==> config.mk <==
export PLATFORM = sky130hd
export DESIGN_NAME = xor_arbiter
export DESIGN_NICKNAME = d
export VERILOG_FILES = /design/src/rtl/xor_arbiter.sv
export SDC_FILE = /design/constraint.sdc
export NUM_CORES = 1
export LEC_CHECK = 0
export ABC_AREA = 0
export CORE_ASPECT_RATIO = 1.5
export CORE_MARGIN = 1
export CORE_UTILIZATION = 35
export DETAILED_ROUTE_END_ITERATION = 7
export GPL_TIMING_DRIVEN = 1
export PLACE_DENSITY = 0.87
export SYNTH_ARGS = -nofsm -noshare
export SYNTH_HDL_FRONTEND = slang
export SYNTH_SLANG_ARGS = --single-unit
==> constraint.sdc <==
create_clock -name clk -period 3.37 [get_ports clk]
set_clock_uncertainty 0.15 [all_clocks]
set_input_delay 0.5055 -clock clk [delete_from_list [all_inputs] [get_ports clk]]
set_output_delay 0.5055 -clock clk [all_outputs]
set_load 0.1 [all_outputs]
==> src/rtl/xor_arbiter.sv <==
// Round-robin arbiter sharing one WIDTH-bit XOR datapath between NREQ requesters,
// with a single held output register. Optional grant counter: define XOR_ARBITER_STATS_EN.
module xor_arbiter #(
    parameter  int NREQ  = 4,
    parameter  int WIDTH = 16,
    localparam int IDW   = $clog2(NREQ)
) (
    input  logic                    clk,
    input  logic                    rst,
    input  logic [NREQ-1:0]         req,
    input  logic [NREQ*WIDTH-1:0]   a_in,
    input  logic [NREQ*WIDTH-1:0]   b_in,
    output logic [NREQ-1:0]         gnt,
    output logic [WIDTH-1:0]        y_out,
    output logic [IDW-1:0]          y_id,
    output logic                    y_valid,
    input  logic                    y_ready
`ifdef XOR_ARBITER_STATS_EN
    ,
    input  logic                    stats_clr,
    output logic [15:0]             grant_cnt
`endif
);

    localparam logic [0:0] ST_IDLE = 1'b0;
    localparam logic [0:0] ST_HOLD = 1'b1;

    logic [0:0]       state_r;
    logic [IDW-1:0]   rr_ptr_r;
    logic [WIDTH-1:0] y_out_r;
    logic [IDW-1:0]   y_id_r;
    logic [IDW-1:0]   win_idx_s;
    logic             win_found_s;
    logic [IDW:0]     cand_s;
    logic             free_s;
    logic             grant_s;

    // Pointer to the requester just after the winner, wrapping at NREQ-1.
    function automatic logic [IDW-1:0] next_ptr(input logic [IDW-1:0] idx);
        logic [IDW-1:0] nxt;
        if (idx == IDW'(NREQ - 1)) begin
            nxt = '0;
        end else begin
            nxt = idx + {{(IDW-1){1'b0}}, 1'b1};
        end
        return nxt;
    endfunction

    // Round-robin search: scan offsets high-to-low so the nearest set bit at/after rr_ptr wins.
    always_comb begin
        win_idx_s   = '0;
        win_found_s = 1'b0;
        cand_s      = '0;
        for (int k = NREQ - 1; k >= 0; k--) begin
            cand_s = {1'b0, rr_ptr_r} + (IDW+1)'(k);
            if (cand_s >= (IDW+1)'(NREQ)) begin
                cand_s = cand_s - (IDW+1)'(NREQ);
            end else begin
                cand_s = cand_s;
            end
            if (req[cand_s[IDW-1:0]]) begin
                win_idx_s   = cand_s[IDW-1:0];
                win_found_s = 1'b1;
            end else begin
                win_idx_s   = win_idx_s;
                win_found_s = win_found_s;
            end
        end
    end

    assign free_s  = (state_r == ST_IDLE) || y_ready;
    assign grant_s = free_s && win_found_s && !rst;

    // One-hot accept pulse for the winner.
    always_comb begin
        gnt = '0;
        if (grant_s) begin
            gnt[win_idx_s] = 1'b1;
        end else begin
            gnt = '0;
        end
    end

    // Output register, occupancy state and round-robin pointer.
    always_ff @(posedge clk) begin
        if (rst) begin
            state_r  <= ST_IDLE;
            rr_ptr_r <= '0;
            y_out_r  <= '0;
            y_id_r   <= '0;
        end else if (grant_s) begin
            state_r  <= ST_HOLD;
            rr_ptr_r <= next_ptr(win_idx_s);
            y_out_r  <= a_in[int'(win_idx_s)*WIDTH +: WIDTH] ^ b_in[int'(win_idx_s)*WIDTH +: WIDTH];
            y_id_r   <= win_idx_s;
        end else if ((state_r == ST_HOLD) && y_ready) begin
            state_r  <= ST_IDLE;
        end
    end

    assign y_out   = y_out_r;
    assign y_id    = y_id_r;
    assign y_valid = (state_r == ST_HOLD);

`ifdef XOR_ARBITER_STATS_EN
    logic [15:0] grant_cnt_r;

    // Saturating grant counter; clear wins over a same-cycle increment.
    always_ff @(posedge clk) begin
        if (rst) begin
            grant_cnt_r <= 16'h0000;
        end else if (stats_clr) begin
            grant_cnt_r <= 16'h0000;
        end else if (grant_s && (grant_cnt_r != 16'hFFFF)) begin
            grant_cnt_r <= grant_cnt_r + 16'h0001;
        end
    end

    assign grant_cnt = grant_cnt_r;
`endif

endmodule

## After elaboration in Yosys (flattened, before gate mapping)

Index checks and enable logic that the tools add are counted.

- Eq/ne operators: 1
- Add/sub/neg operators: 8
- Bitwise gates (word level): 2
- Shift operators: 2
- $lt $le $gt $ge: 10
- Reduce and logical (&&, ||, !) cells: 7
- Multiplexer cells: 26

Operator list:

| kind | number |
|---|---|
| 64-bit by 7-bit indexed part select with 16-bit output | 2 |
| 2-bit 2-to-1 mux | 9 |
| 16-bit bitwise XOR | 1 |
| 2-bit by 3-bit less-than comparator with 1-bit output, second input constant | 5 |
| 1-bit 2-to-1 mux | 11 |
| 3-bit >= comparator, second input constant | 3 |
| 1-bit binary-select mux with 2-bit select | 4 |
| 2-bit by 1-bit subtractor with 2-bit output, second input constant | 4 |
| 2-bit by 2-bit adder with 3-bit output, second input constant | 2 |
| 1-bit logical AND | 4 |
| 4-bit 2-to-1 mux | 1 |
| 2-bit by 1-bit adder with 3-bit output, second input constant | 1 |
| 2-bit by 3-bit >= comparator with 1-bit output, second input constant | 1 |
| 2-bit by 1-bit adder with 2-bit output, second input constant | 1 |
| 1-bit demux with 2-bit select | 1 |
| 2-bit == test, second input constant | 1 |
| 2-bit by 1-bit >= comparator with 1-bit output, second input constant | 1 |
| 2-bit nonzero test | 1 |
| 1-bit zero test | 1 |
| 1-bit logical OR | 1 |
| 1-bit inverter | 1 |

- Output and inout bits: 23
- Register bits: 21

## Logic depth before layout (Yosys ltp)

- Word-level depth: 14
- Depth in mapped cells: 9
- Depth with buffers taken out: 7

## Worst setup path after synthesis

Ideal clock, no wire load.

- Path type: input to output
- Start: in req[0]
- End: out gnt[3]
- Arrival time: 2.329 ns
- Setup slack: 0.386 ns
- Stages: 7
- Path through: nor2b_1 > o21bai_2 > nand2_8 > inv_2 > buf_2 > ha_1 > and2_1

- Cells in the longest elaborated chain, start to end: 11
- Elaborated cells between the ends (all ways): 24
- Those cells by class: order compare (2); mux (19); reduce/logical (3)

RTL lines:

| what | RTL line | source |
|---|---|---|
| from (decl) | 10 | `input logic [NREQ-1:0] req,` |
| 1-bit binary-select mux with 2-bit select | 61 | `if (req[cand_s[IDW-1:0]]) begin` |
| 1-bit 2-to-1 mux (implied by the code) | 61 |  |
| 2-bit 2-to-1 mux (3 in series) | 61 |  |
| 2-bit 2-to-1 mux * | 61 |  |
| net win_idx_s[1] | 32 | `logic [IDW-1:0] win_idx_s;` |
| 2-bit by 3-bit less-than comparator with 1-bit output (implied by the code) / 2-bit by 1-bit >= comparator with 1-bit output (equally long branches) | 78 | `gnt[win_idx_s] = 1'b1;` |
| 1-bit logical AND (implied by the code) | 78 |  |
| 1-bit 2-to-1 mux (implied by the code) | 78 |  |
| 1-bit demux with 2-bit select * | 78 |  |
| 4-bit 2-to-1 mux * | 77 | `if (grant_s) begin` |
| to (decl) | 13 | `output logic [NREQ-1:0] gnt,` |

The timed path passes the listed nets; every way through them passes the cells marked *. The select of a mux whose other input is x is not followed.

## Final worst setup path

- Start: in req[2]
- End: out gnt[3]

- Cells in the longest elaborated chain, start to end: 11
- Elaborated cells between the ends (all ways): 24
- Those cells by class: order compare (2); mux (19); reduce/logical (3)

RTL lines:

| what | RTL line |
|---|---|
| 1-bit binary-select mux with 2-bit select | 61 |
| 1-bit 2-to-1 mux (implied by the code) | 61 |
| 2-bit 2-to-1 mux (4 in series) | 61 |
| 2-bit by 3-bit less-than comparator with 1-bit output (implied by the code) / 2-bit by 1-bit >= comparator with 1-bit output (equally long branches) | 78 |
| 1-bit logical AND (implied by the code) | 78 |
| 1-bit 2-to-1 mux (implied by the code) | 78 |
| 1-bit demux with 2-bit select | 78 |
| 4-bit 2-to-1 mux * | 77 |

Mark *: on every way between the ends. The rest lies on a longest branch, timed or not. The select of a mux whose other input is x is not followed.

==> results.sh <==
export IMPL_status="complete, no violations"
export IMPL_layout_drive_gt1_share_pct=10.1
export IMPL_yosysTopAreaCell="dfxtp_1"
export IMPL_syn_nets=339
export IMPL_leakage_nw=1.40
export IMPL_numCtsBuffers=3
export IMPL_fin_tns_setup_ns=0
export IMPL_wl_um=6220
export IMPL_vdd_drop_max_uv=196
export IMPL_endpoint_kind="primary output"
export IMPL_htreeDepth=1
export IMPL_slowest_delay_ns=0.48
export IMPL_viasPerCell=5.12
export IMPL_drc=0
export IMPL_crit_fanout=14
export IMPL_post_drt_wl_per_cell_um=14.6
export IMPL_insertion_delay_ns=0.26
export IMPL_die_x_um=61.6
export IMPL_io_buffer_count=157
export IMPL_syn_cell_area_um2=1860
export IMPL_rsz0062_at_grt="false"
export IMPL_finalSetupViolations=0
export IMPL_ys_types=27
export IMPL_synth_seq_area_share_pct=22.6
export IMPL_drt_iter0_markers=72
export IMPL_syn_to_final_growth_pct=90.1
export IMPL_post_cts_resized=0
export IMPL_grt_total_usage_pct=22.8
export IMPL_power_per_cell_area_nw_per_um2=393
export IMPL_drv_cap=0
export IMPL_slew_viol_final=0
export IMPL_slew_headroom_pct=35.3
export IMPL_r2r_start="rr_ptr_r[1]"
export IMPL_antenna_cells=0
export IMPL_fp_dieH_um=91.4
export IMPL_clkTransAtPathRegs_ns=0.08
export IMPL_ys_ff_latch=21
export IMPL_fin_cells=426
export IMPL_min_from="y_out[11]"
export IMPL_worstMarginPinSlew_ns=0.967
export IMPL_core_um2=5120
export IMPL_grt_max_degree=17
export IMPL_dpl_hpwl_um=5300
export IMPL_avgSynthCellArea_um2=9.32
export IMPL_synth_area_leaders="dfxtp_1, xnor2_1, mux2i_1, a221o_1, xor2_1"
export IMPL_crit_start="req[2]"
export IMPL_first_global_vias=2214
export IMPL_gp_routability_congestion=0.744
export IMPL_firstDrtPassIters=4
export IMPL_hold_buffers=0
export IMPL_syn_inst=200
export IMPL_start_kind="input port"
export IMPL_grtUsageMet3_pct=3.99
export IMPL_finalHoldViolations=0
export IMPL_cts_tree="yes"
export IMPL_post_cts_buffers=0
export IMPL_fmax_ghz=0.323
export IMPL_synth_top_cell_area_share_pct=22.6
export IMPL_antenna_found_initial=0
export IMPL_hp_class="reg -> reg"
export IMPL_cts_sinks=21
export IMPL_drtAntennaViolNets=0
export IMPL_ioPinCount=158
export IMPL_crit_chain="clkdlybuf4s50_1, nor2b_1, a221o_1, nand2_8, inv_2, ha_1, and2_1, buf_12"
export IMPL_yosysWarningCount=0
export IMPL_post_route_period_util_pct=92.0
export IMPL_worstPathArrival_ns=2.44
export IMPL_multi_input_area_um2=1370
export IMPL_gr_usage_met1_pct=20.4
export IMPL_layout_area_seq_um2=420
export IMPL_grtUsageMet2_pct=44.8
export IMPL_post_place_cells=422
export IMPL_root_buffer="clkbuf_8"
export IMPL_post_route_min_period_ns=3.10
export IMPL_initial_core_util_pct=36.4
export IMPL_grt_overflow=0
export IMPL_rows=32
export IMPL_vias=2180
export IMPL_crit_slowest_cell="clkdlybuf4s50_1"
export IMPL_grt_pass1_wl_um=9510
export IMPL_fillCellCount=430
export IMPL_dieArea_um2=5630
export IMPL_busiest_layer="met2"
export IMPL_crit_required_ns=2.71
export IMPL_crit_type="in -> out"
export IMPL_fin_nets=498
export IMPL_clockBufferDepth=2
## Yosys cell counts
cell type / count
nor3_1: 1
o31ai_2: 1
nand3b_1: 1
nand2_8: 1
nand2_1: 2
a221o_1: 17
o21bai_2: 1
mux2i_1: 19
xor2_1: 16
dfxtp_1: 21
o21ai_0: 2
inv_2: 2
buf_8: 1
a21oi_1: 19
nor4_2: 1
nor2b_1: 4
inv_1: 1
a211oi_1: 16
buf_2: 4
xnor2_1: 48
nor2_1: 7
nand2b_1: 1
and2_1: 5
or3_1: 1
buf_6: 2
clkbuf_1: 2
ha_1: 4
## flip-flops by register name, indices dropped and copies added (netlist names)
signal	flops
rr_ptr_r	2
y_id	2
y_out	16
y_valid	1
## critical path, delay by kind of cell
family	cells	cell delay, ns
and+or+nand+nor	3	0.51
adders and majority gates	1	0.22
buffers and inverters	3	0.78
AOI/OAI and AO/OA	1	0.42
## layout make-up
| type | count | area share [%] |
|---|---|---|
| inverter | 3 | 0.318 |
| timing repair buffer | 163 | 45.6 |
| sequential | 21 | 11.9 |
| multi-input combinational | 167 | 38.6 |
| clock buffer | 4 | 1.27 |
| tap | 68 | 2.40 |
## layer usage
metal | share of wire (%) | routed length (um)
met5 | 0 | 0
met4 | 3.9 | 240
met3 | 6.9 | 431
met2 | 58 | 3590
met1 | 31 | 1960
## logic make-up after synthesis
| group | after synthesis | share of synthesized area, % |
|---|---|---|
| xor+xnor | 64 | 30.1 |
| mux | 19 | 10.2 |
| compound gates | 56 | 22.5 |
| buf+inv | 12 | 4.09 |
| simple gates | 24 | 7.92 |
| flops | 21 | 22.6 |
| fa+ha+maj | 4 | 2.68 |
## metrics by stage
stage	worst slack, ns	hold WS [ns]	util [%]	area (um2)	total power, W
floorplan	0.386	0.320	-	1860	0.000912
global placement	0.315	0.320	68.3	3500	0.00122
detailed placement	0.284	0.322	68.3	3500	0.00123
CTS	0.271	0.346	69.1	3540	0.00140
global route	0.203	0.357	69.1	3540	0.00146
finish	0.270	0.342	69.1	3540	0.00139
## power by group
group          switching (W)  leakage [nW]  total [W]  internal [W]
registers          0.0000288         0.174   0.000323      0.000294
logic               0.000547          1.20   0.000903      0.000355
clock network      0.0000839        0.0228   0.000168     0.0000843
total               0.000660          1.40    0.00139      0.000733
## layout by cell type, fill, tap and decap left out, types with 2 or more instances in the layout
cell type,Yosys,layout
buf_12,0,4
nor2_1,7,7
a221o_1,17,17
mux2i_1,19,19
nand2_1,2,2
ha_1,4,4
a21oi_1,19,19
xor2_1,16,16
xnor2_1,48,48
buf_4,0,23
o21ai_0,2,2
clkbuf_8,0,3
a211oi_1,16,16
and2_1,5,5
clkdlybuf4s50_1,0,136
dfxtp_1,21,21
inv_2,2,2
nor2b_1,4,4
## final timing paths
path / end / slack (ns) / cells past startpoint
setup / recovery: gnt[3] / 0.27 / 8
hold / removal: y_out[11] / 0.34 / 1
setup reg to reg: y_out[7] / 1.12 / 6
hold reg to reg: y_out[11] / 0.34 / 1
(Power assumes the default switching activity.)
